**src/rtl/vital_pkg.sv**
```systemverilog
// Shared types and constants for the vital_alert_tx emergency-alert transmitter.
package vital_pkg;

  typedef enum logic [1:0] {
    ST_IDLE       = 2'd0,
    ST_SEND       = 2'd1,
    ST_WAIT_CLEAR = 2'd2
  } state_e;

  localparam logic [7:0] HEADER_DEFAULT = 8'hA5;

  // Frame lengths in bytes: header, dose, [seq,] checksum.
  localparam int unsigned FRAME_LEN_BASE = 3;
  localparam int unsigned FRAME_LEN_SEQ  = 4;

endpackage

```
**src/rtl/vital_confirm_ctr.sv**
```systemverilog
// Consecutive-emergency run counter: counts hit samples, clears on a miss or on clr_i,
// and pulses tc_o combinationally on the sample that completes the run.
module vital_confirm_ctr #(
  parameter int unsigned CNT_MAX = 4,
  localparam int unsigned W = $clog2(CNT_MAX + 1)
) (
  input  logic clk,
  input  logic rst_n,
  input  logic clr_i,
  input  logic en_i,
  input  logic hit_i,
  output logic tc_o
);

  logic [W-1:0] cnt_q, cnt_d;

  assign tc_o = en_i && hit_i && (cnt_q == W'(CNT_MAX - 1));

  always_comb begin
    cnt_d = cnt_q;
    if (clr_i) begin
      cnt_d = '0;
    end else if (en_i) begin
      // The terminal sample restarts the run so a later confirmation starts from zero.
      if (!hit_i || tc_o) cnt_d = '0;
      else                cnt_d = cnt_q + W'(1);
    end
  end

  always_ff @(posedge clk or negedge rst_n) begin
    if (!rst_n) cnt_q <= '0;
    else        cnt_q <= cnt_d;
  end

endmodule

```
**src/rtl/vital_alert_tx.sv**
```systemverilog
// Emergency-alert transmitter: confirms a run of emergency samples, sends a checksummed
// frame over valid/ready, and holds alarm until cleared. Optional macro: VITAL_ALERT_SEQ_EN.
module vital_alert_tx
  import vital_pkg::*;
#(
  parameter int unsigned CONFIRM_CNT = 4,
  parameter logic [7:0]  HEADER      = HEADER_DEFAULT
) (
  input  logic       clk,
  input  logic       rst_n,
  input  logic       sample_valid,
  input  logic       emerg,
  input  logic [7:0] o2_dose,
  input  logic       tx_ready,
  output logic       tx_valid,
  output logic [7:0] tx_data,
  output logic       alarm,
  output logic       busy,
  output logic [1:0] dbg_state
);

  // Handshake: a byte moves on a rising edge with tx_valid && tx_ready; while tx_valid
  // is high and tx_ready low, tx_valid and tx_data hold their values unchanged.

`ifdef VITAL_ALERT_SEQ_EN
  localparam int unsigned FRAME_LEN = FRAME_LEN_SEQ;
`else
  localparam int unsigned FRAME_LEN = FRAME_LEN_BASE;
`endif
  localparam logic [1:0] LAST_IDX = 2'(FRAME_LEN - 1);

  state_e     state_q, state_d;
  logic [1:0] idx_q, idx_d;
  logic [7:0] dose_q, dose_d;
  logic [7:0] checksum;
  logic       confirm;
  logic       xfer;
  logic       last_xfer;

  assign xfer      = tx_valid && tx_ready;
  assign last_xfer = xfer && (idx_q == LAST_IDX);
  assign dbg_state = state_q;

  vital_confirm_ctr #(
    .CNT_MAX (CONFIRM_CNT)
  ) u_confirm_ctr (
    .clk   (clk),
    .rst_n (rst_n),
    .clr_i (state_q != ST_IDLE),
    .en_i  (sample_valid && (state_q == ST_IDLE)),
    .hit_i (emerg),
    .tc_o  (confirm)
  );

`ifdef VITAL_ALERT_SEQ_EN
  logic [7:0] seq_q, seq_d;

  assign checksum = HEADER ^ dose_q ^ seq_q;

  always_comb begin
    seq_d = seq_q;
    if (state_q == ST_SEND && last_xfer) seq_d = seq_q + 8'd1;
  end

  always_ff @(posedge clk or negedge rst_n) begin
    if (!rst_n) seq_q <= 8'h00;
    else        seq_q <= seq_d;
  end
`else
  assign checksum = HEADER ^ dose_q;
`endif

  // State register.
  always_ff @(posedge clk or negedge rst_n) begin
    if (!rst_n) state_q <= ST_IDLE;
    else        state_q <= state_d;
  end

  // Next-state logic.
  always_comb begin
    state_d = state_q;
    unique case (state_q)
      ST_IDLE:       if (confirm) state_d = ST_SEND;
      ST_SEND:       if (last_xfer) state_d = ST_WAIT_CLEAR;
      ST_WAIT_CLEAR: if (sample_valid && !emerg) state_d = ST_IDLE;
      default:       state_d = ST_IDLE;
    endcase
  end

  // Output logic.
  always_comb begin
    tx_valid = (state_q == ST_SEND);
    busy     = (state_q == ST_SEND);
    alarm    = (state_q != ST_IDLE);
    tx_data  = 8'h00;
    if (state_q == ST_SEND) begin
      unique case (idx_q)
        2'd0:    tx_data = HEADER;
        2'd1:    tx_data = dose_q;
`ifdef VITAL_ALERT_SEQ_EN
        2'd2:    tx_data = seq_q;
        2'd3:    tx_data = checksum;
`else
        2'd2:    tx_data = checksum;
        2'd3:    tx_data = 8'h00;
`endif
        default: tx_data = 8'h00;
      endcase
    end
  end

  // Byte index and latched dose.
  always_comb begin
    idx_d  = idx_q;
    dose_d = dose_q;
    if (state_q == ST_IDLE && confirm) dose_d = o2_dose;
    if (state_q != ST_SEND)            idx_d  = 2'd0;
    else if (last_xfer)                idx_d  = 2'd0;
    else if (xfer)                     idx_d  = idx_q + 2'd1;
  end

  always_ff @(posedge clk or negedge rst_n) begin
    if (!rst_n) begin
      idx_q  <= 2'd0;
      dose_q <= 8'h00;
    end else begin
      idx_q  <= idx_d;
      dose_q <= dose_d;
    end
  end

endmodule

```
**config.mk**
```make
export PLATFORM = sky130hd
export DESIGN_NAME = vital_alert_tx
export DESIGN_NICKNAME = d
export VERILOG_FILES = /design/src/rtl/vital_pkg.sv /design/src/rtl/vital_confirm_ctr.sv /design/src/rtl/vital_alert_tx.sv
export SDC_FILE = /design/constraint.sdc
export NUM_CORES = 1
export LEC_CHECK = 0
export CORE_MARGIN = 2
export CORE_UTILIZATION = 44
export CTS_CLUSTER_DIAMETER = 40
export CTS_CLUSTER_SIZE = 30
export DETAILED_ROUTE_END_ITERATION = 16
export PLACE_DENSITY = 0.76
export SYNTH_ARGS = -nofsm -noshare
export SYNTH_HDL_FRONTEND = slang
export SYNTH_SLANG_ARGS = --single-unit
```
**constraint.sdc**
```tcl
create_clock -name clk -period 2.5 [get_ports clk]
set_clock_uncertainty 0.2 [all_clocks]
set_input_delay 0.5 -clock clk [delete_from_list [all_inputs] [get_ports clk]]
set_output_delay 0.5 -clock clk [all_outputs]
set_load 0.03 [all_outputs]
```
# Word-level counts from Yosys, hierarchy flattened
# Index checks and enable logic that the tools add are counted.
# classes
add_sub_neg,2
n_mul,0
n_div,0
order_cmp,0
n_eq_ne,10
n_shift,0
n_mux,12
n_bitwise,1
n_reduce_logical,15
# ops
op,n
one-hot mux 8 bit (4 select lines),1
two-way mux 2 bit,6
two-way mux 3 bit,3
two-way mux 8 bit,1
logical AND 1 bit,7
"== test 2 bit, second input constant",3
one-hot mux 2 bit (3 select lines),1
"== test 2 x 1 -> 1 bit, second input constant",2
zero test 2 bit,2
"inequality test 2 x 1 -> 1 bit, second input constant",2
"inequality test 2 bit, second input constant",2
NOT 4 bit,1
nonzero test 2 bit,2
"adder 3 x 1 -> 3 bit, second input constant",1
"== test 3 x 2 -> 1 bit, second input constant",1
AND reduction 3 bit,1
nonzero test 3 bit,1
"adder 2 x 1 -> 2 bit, second input constant",1
zero test 1 bit,1
logical OR 1 bit,1
# word_totals
register_bits,15
latchBits,0
ramBits,0
rom_bits,0
in_bits,13
word_cells,44
n_memories,0

# Logic depth before layout (Yosys ltp)
# Gate-level depths: netlist of run 1.
# depth
depth_word,8
depth_mapped,6
mapped_depth_nobuf,5

# Hierarchy
# A second synthesis of run 1 with hierarchy kept.
# hier_totals
cells_unflattened,71
area_unflattened_um2,803.3
# by_module_without_submodules
module,instances,cells_each,area_per_inst_um2
vital_alert_tx,1,55,626.9
vital_confirm_ctr,1,16,176.4

# Worst setup path before layout of run 1
# No wires, ideal clock.
# synth_path
kind,register -> output
from,"register state_q[0], in the netlist dbg_state[0]"
to,output tx_data[0]
arrival_time_ns,1.725
setup_slack_ns,0.075
stages_incl_launch_ff,4
cell_sequence,dfrtp_1 -> or2b_1 -> clkbuf_1 -> a211oi_1
# synth_between
elab_chain_len,2
# synth_lines
element,line_no,source
from (decl),vital_alert_tx.sv:32,"state_e state_q, state_d;"
from (signal assigned),vital_alert_tx.sv:76,else state_q <= state_d;
== test 2 x 1 -> 1 bit,vital_alert_tx.sv:96,if (state_q == ST_SEND) begin
two-way mux 8 bit,vital_alert_tx.sv:96,
to (decl),vital_alert_tx.sv:16,"output logic [7:0] tx_data,"
# Every way passes these cells.

# Final worst setup path of run 1
# layout_path
from,"register state_q[1], in the netlist dbg_state[1]"
to,output tx_data[7]
# The elaborated chain is that of the path after synthesis.

==> results.cfg, run 1 <==
[run_status]
status = completed

[critical_path]
crit_arrival_ps = 1700
cp_cell_sequence = or2b_1 -> a211oi_1 -> dlygate4sd2_1
critical_path_required_ps = 1800
cp_max_fo = 9
endpoint_kind = output pin
critPathSlowestCell = dlygate4sd2_1
critPathTopFamily = buffers and inverters
critPathKind = flop to output pin
max_stage_delay_ps = 430
start_kind = flop
critPathBufInv = 1

[grt]
grt_remaining_overflow = 0
grt_max_degree = 16
grt_pass1_wl_mm = 2.46
grt_pass1_vias = 603
grtUsageTotal_pct = 15.9
antenna_found_initial = 0

[logic_synthesis]
ys_seq_area_share_pct = 46.2
synth_largest_area_cell = dfrtp_1
syn_area_um2 = 813
synth_area_per_cell_um2 = 11.3
synth_edf_count = 0
ys_types = 23
yosysWarnings = 0
synthCells = 72
synth-async-reset-ratio_pct = 100
ys_ff_latch = 15
synth_nets = 87
synth_area_leaders = dfrtp_1, mux2_4, a211oi_1
synth-main-ff-cell = dfrtp_1
synth_top_area_share_pct = 46.2

[job]
drv_cap = 0

[timing]
drv_slew = 0
rsz0062_at_grt = no
hold_viol_final = 0
relSlewSlack_pct = 57.2
clock.fmax_ghz = 0.417
worst_slack_ps = 99.9
fin_tns_setup_ps = 0
worst_pin_slew_ps = 639
fin_crit_ps = 2400
finalSetupViolCount = 0
finalCritPeriodShare_pct = 96.0

[final_layout]
diodes = 0
utilization_pct = 63.3
drive_above_1_share_pct = 18.4
final_nets = 114
area_growth_pct = 34.5

[power_and_ir_drop]
switchingPower_uw = 343
ir_drop_v = 0.000456
p_comb_share_pct = 46.5
seq_power_share_pct = 38.4
clkPwrFrac_pct = 15.1
intPower_uw = 533
switching_share_pct = 39.2
power_leakage_uw = 0.000547
power_density_mw_per_mm2 = 801

[die]
fp-row-count = 15
io-pin-count = 26
die_x_um = 47.0
die_y_um = 47.0
initial_core_util_pct = 47.1
core_area_mm2 = 0.00173
die_area_mm2 = 0.00221

[clock_network]
path_clk_slew_ps = 80
htreeDepth = 1
cts_tree = yes
cts_root_buf = clkbuf_4
clock_latency_ps = 270
numCtsBuffers = 3
cts_setup_buffers = 0
ctsLongestPathBuffers = 2
clock-sinks = 15

[drt]
drc_errors = 0
drt-initial-drc-count = 7
wl_per_cell_um = 12.4
via_per_inst = 4.85
dr.pass1.iters = 3
wl_mm = 1.53
ant_nets = 0
vias = 596

[place]
dpl_worst_slack_ps = 44.2
io_buffer_count = 25
dp_hpwl_mm = 1.21
place_congestion = 0.758

[min_path]
hp-class = flop to flop
## worst paths after layout
path / from / to / slack [ps] / depth (start not counted)
setup / recovery: dbg_state[1]$_DFFE_PN0P_ / tx_data[7] / 100 / 3
hold / removal: dose_q[4]$_DFFE_PN0P_ / dose_q[4]$_DFFE_PN0P_ / 310 / 1
setup reg to reg: dbg_state[0]$_DFFE_PN0P_ / dose_q[6]$_DFFE_PN0P_ / 560 / 4
hold reg to reg: dose_q[4]$_DFFE_PN0P_ / dose_q[4]$_DFFE_PN0P_ / 310 / 1
max in group asynchronous: rst_n / dbg_state[0]$_DFFE_PN0P_ / 1280 / 1
min in group asynchronous: rst_n / dose_q[2]$_DFFE_PN0P_ / 410 / 1
## cells in the mapped netlist (2+ instances only)
| master | number |
|---|---|
| dfrtp_1 | 15 |
| mux2_4 | 8 |
| a21oi_1 | 5 |
| nor2_1 | 5 |
| a211oi_1 | 4 |
| and2_1 | 4 |
| inv_1 | 4 |
| nor2b_1 | 4 |
| clkbuf_1 | 3 |
| buf_6 | 2 |
| ha_1 | 2 |
| nand2_1 | 2 |
| nor3b_1 | 2 |
| nor4bb_1 | 2 |
| o21ai_0 | 2 |
## routing by layer
layer  share of wire, %  vias to the layer above  track usage, %
met1                 43                      277            19.0
li1                   -                      298               -
met2                 51                       19            28.5
met5                  0                        -               0
met3                5.3                        2            3.46
met4               0.39                        0            5.00
## timing repair
item | 4_1_cts | 5_1_grt
endpoints found under the hold margin | 0 | 0
resized for setup | 10 | 6
setup endpoints to repair | 10 | 4
hold buffers | 0 | 0
## power by group through the flow
stage	Sequential (µW)	Clock, µW	Combinational (µW)
detailed placement	340	0	441
global route	343	150	436
floorplan	337	0	290
finish	336	132	407
CTS	336	139	410
global placement	337	0	432
## flip-flops by register name, summed over array words and instances, names as in the netlist
name and count:
dbg_state 2, idx_q 2, dose_q 8, u_confirm_ctr.cnt_q 3
## kinds of logic after synthesis
kind of cell,Yosys count,share of synthesized area (%)
DFF,15,46.2
adders and majority gates,2,3.08
AOI/OAI and AO/OA,12,9.08
muxes,8,14.8
buffers and inverters,10,6.92
xor gates and xnor gates,1,1.08
and+or+nand+nor,24,18.9
## cell usage in the layout (no fill, tap or decap)
| cell | synthesis | routed |
|---|---|---|
| nor4bb_1 | 2 | 2 |
| clkdlybuf4s15_1 | 0 | 3 |
| or2_1 | 1 | 1 |
| ha_1 | 2 | 2 |
| buf_4 | 1 | 3 |
| o21ai_0 | 2 | 2 |
| dlygate4sd2_1 | 0 | 6 |
| nor2_1 | 5 | 4 |
| mux2_4 | 8 | 8 |
| nand4b_1 | 1 | 1 |
| or2b_1 | 1 | 1 |
| clkdlybuf4s50_1 | 0 | 15 |
| nor2_2 | 0 | 1 |
| and2_1 | 4 | 4 |
| xnor2_1 | 1 | 1 |
| clkbuf_2 | 0 | 1 |
| or3_4 | 1 | 1 |
| nor3b_1 | 2 | 2 |
| inv_1 | 4 | 4 |
| and3b_1 | 1 | 1 |
| a211oi_1 | 4 | 4 |
| dfrtp_1 | 15 | 15 |
| nand2_1 | 2 | 2 |
| a21oi_1 | 5 | 5 |
| o2bb2ai_1 | 1 | 1 |
| clkinv_2 | 0 | 1 |
| clkbuf_4 | 0 | 3 |
| nor2b_1 | 4 | 4 |
## layout make-up
| type | count | area (µm²) |
|---|---|---|
| Sequential cell | 15 | 375 |
| Clock buffer | 3 | 22.5 |
| Tap cell | 25 | 31.3 |
| Fill cell | 151 | 633 |
| Clock inverter | 1 | 5.00 |
| Multi-Input combinational cell | 47 | 384 |
| Timing Repair Buffer | 28 | 260 |
| Inverter | 4 | 15.0 |
## through the flow
step                      power [µW]  hold slack (ps)  instance area (µm²)  std cells
after floorplan                  627             4.41                  813         72
after global placement           769              293                 1080        119
after detailed placement         781              291                 1080        119
after CTS                        884              313                 1090        123
after global routing             929              342                 1090        123
final                            876              314                 1090        123
(Power assumes the default switching activity.)
==> inputs of run 2 (changes only) <==
--- a/config.mk
+++ b/config.mk
@@ -11,6 +11,7 @@
 export CTS_CLUSTER_SIZE = 30
 export DETAILED_ROUTE_END_ITERATION = 16
 export PLACE_DENSITY = 0.76
+export SKIP_LAST_GASP = 1
 export SYNTH_ARGS = -nofsm -noshare
 export SYNTH_HDL_FRONTEND = slang
 export SYNTH_SLANG_ARGS = --single-unit
==> run 2 against run 1 <==
  * Clock power barely moved
  * Worst setup slack did not move
  * Combinational power barely moved
  * Register-to-register slack barely moved
  * Final cell count did not move
  * Power barely moved
  * Maximum frequency did not move
==> results.cfg, run 2 (synthesized netlist as in run 1, its figures left out) <==
[run_status]
status = completed

[clock_network]
clock-sinks = 15
ctsLongestPathBuffers = 2
numCtsBuffers = 3
htreeDepth = 1
cts_root_buf = clkbuf_4
path_clk_slew_ps = 80
cts_tree = yes
clock_latency_ps = 270
cts_setup_buffers = 0

[grt]
grt_pass1_vias = 603
grt_remaining_overflow = 0
grtUsageTotal_pct = 15.9
antenna_found_initial = 0
use_met2_pct = 28.5
grt_pass1_wl_mm = 2.46
use_met1_pct = 19.0
grt_max_degree = 16
met3_usage_pct = 3.46
grt_busiest_layer = met2

[critical_path]
critical_path_required_ps = 1800
rrSetupSlack_ps = 560
start_kind = flop
crit_arrival_ps = 1700
r2r-end = dose_q[6]$_DFFE_PN0P_
startpoint = dbg_state[1]$_DFFE_PN0P_
reg2regPathDepth = 4
cp_max_fo = 9
r2r-start = dbg_state[0]$_DFFE_PN0P_
endpoint_kind = output pin
critPathKind = flop to output pin

[final_layout]
reg.largest.list = dose_q (8), u_confirm_ctr.cnt_q (3)
largest_register_ffs = 8
instances_no_fill = 123
most-common-layout-cells = dfrtp_1, clkdlybuf4s50_1, mux2_4
diodes = 0
drive_above_1_share_pct = 17.3
area_growth_pct = 35.1
final_nets = 114
top_register = dose_q

[timing]
worst_pin_slew_ps = 639
relSlewSlack_pct = 57.2
finalCritPeriodShare_pct = 96.0
fin_crit_ps = 2400
finalSetupViolCount = 0
clock.fmax_ghz = 0.417
fin_tns_setup_ps = 0
rsz0062_at_grt = yes
hold_viol_final = 0
drv_slew = 0
holdWs_ps = 314

[drt]
dr.pass1.iters = 3
via_per_inst = 4.85
ant_nets = 0
drc_errors = 0
wl_per_cell_um = 12.4
vias = 596
drt-initial-drc-count = 7
wl_mm = 1.53

[min_path]
min_to = dose_q[4]$_DFFE_PN0P_
hold_depth = 1
hp-class = flop to flop
worstHoldStart = dose_q[4]$_DFFE_PN0P_

[die]
io-pin-count = 26
die_y_um = 47.0
die_area_mm2 = 0.00221
die_x_um = 47.0
initial_core_util_pct = 47.1
core_area_mm2 = 0.00173
fp-row-count = 15

[place]
io_buffer_count = 25
dp_hpwl_mm = 1.21
place_congestion = 0.758
dp.cells = 119

[power_and_ir_drop]
ir_drop_v = 0.000456
power_leakage_uw = 0.000547
power_density_mw_per_mm2 = 797

[job]
drv_cap = 0
## run 2: worst max-delay path, cell delays in order (launching register included)
cell and delay, ps:
dfrtp_1 380, or2b_1 340, a211oi_1 280, dlygate4sd2_1 430
## run 2: where the power goes
part | switching (µW) | internal, µW | total, µW
Sequential | 42.5 | 294 | 336
Combinational | 228 | 180 | 408
Clock | 72.7 | 59.3 | 132
## run 2: how the worst max path moves through the flow
stage	to	cells after the start
after floorplan	tx_data[0]	3
after global placement	tx_data[4]	4
after detailed placement	tx_data[1]	4
after CTS	tx_data[6]	4
after global routing	tx_data[3]	4
final	tx_data[7]	3
## run 2: final cells by class
class | count | area (µm²)
clock buffer | 3 | 22.5
fill | 150 | 628
tap | 25 | 31.3
inverter | 4 | 15.0
sequential | 15 | 375
timing repair buffer | 28 | 265
multi-input combinational | 47 | 384
clock inverter | 1 | 5.00
## run 2: repair_timing
action                                  in CTS  in global routing
hold buffers                                 0                  0
endpoints found under the setup margin      10                  4
gates resized for setup                     10                  5
pin swaps                                    0                  0
## run 2: stage by stage
stage	power, µW	setup slack, ps	util [%]	cell area [µm²]
5_1_grt	929	-0.588	63.6	1100
3_5_place_dp	781	44.2	62.3	1080
6_report	876	99.9	63.6	1100
3_3_place_gp	769	88.7	62.3	1080
4_1_cts	884	1.95	63.2	1090
2_1_floorplan	627	74.9	-	813
## run 2: per-layer routing
metal,part of all wire (%),routed length (µm)
met1,43,665
met2,51,775
met3,5.3,81
met4,0.39,6
met5,0,0
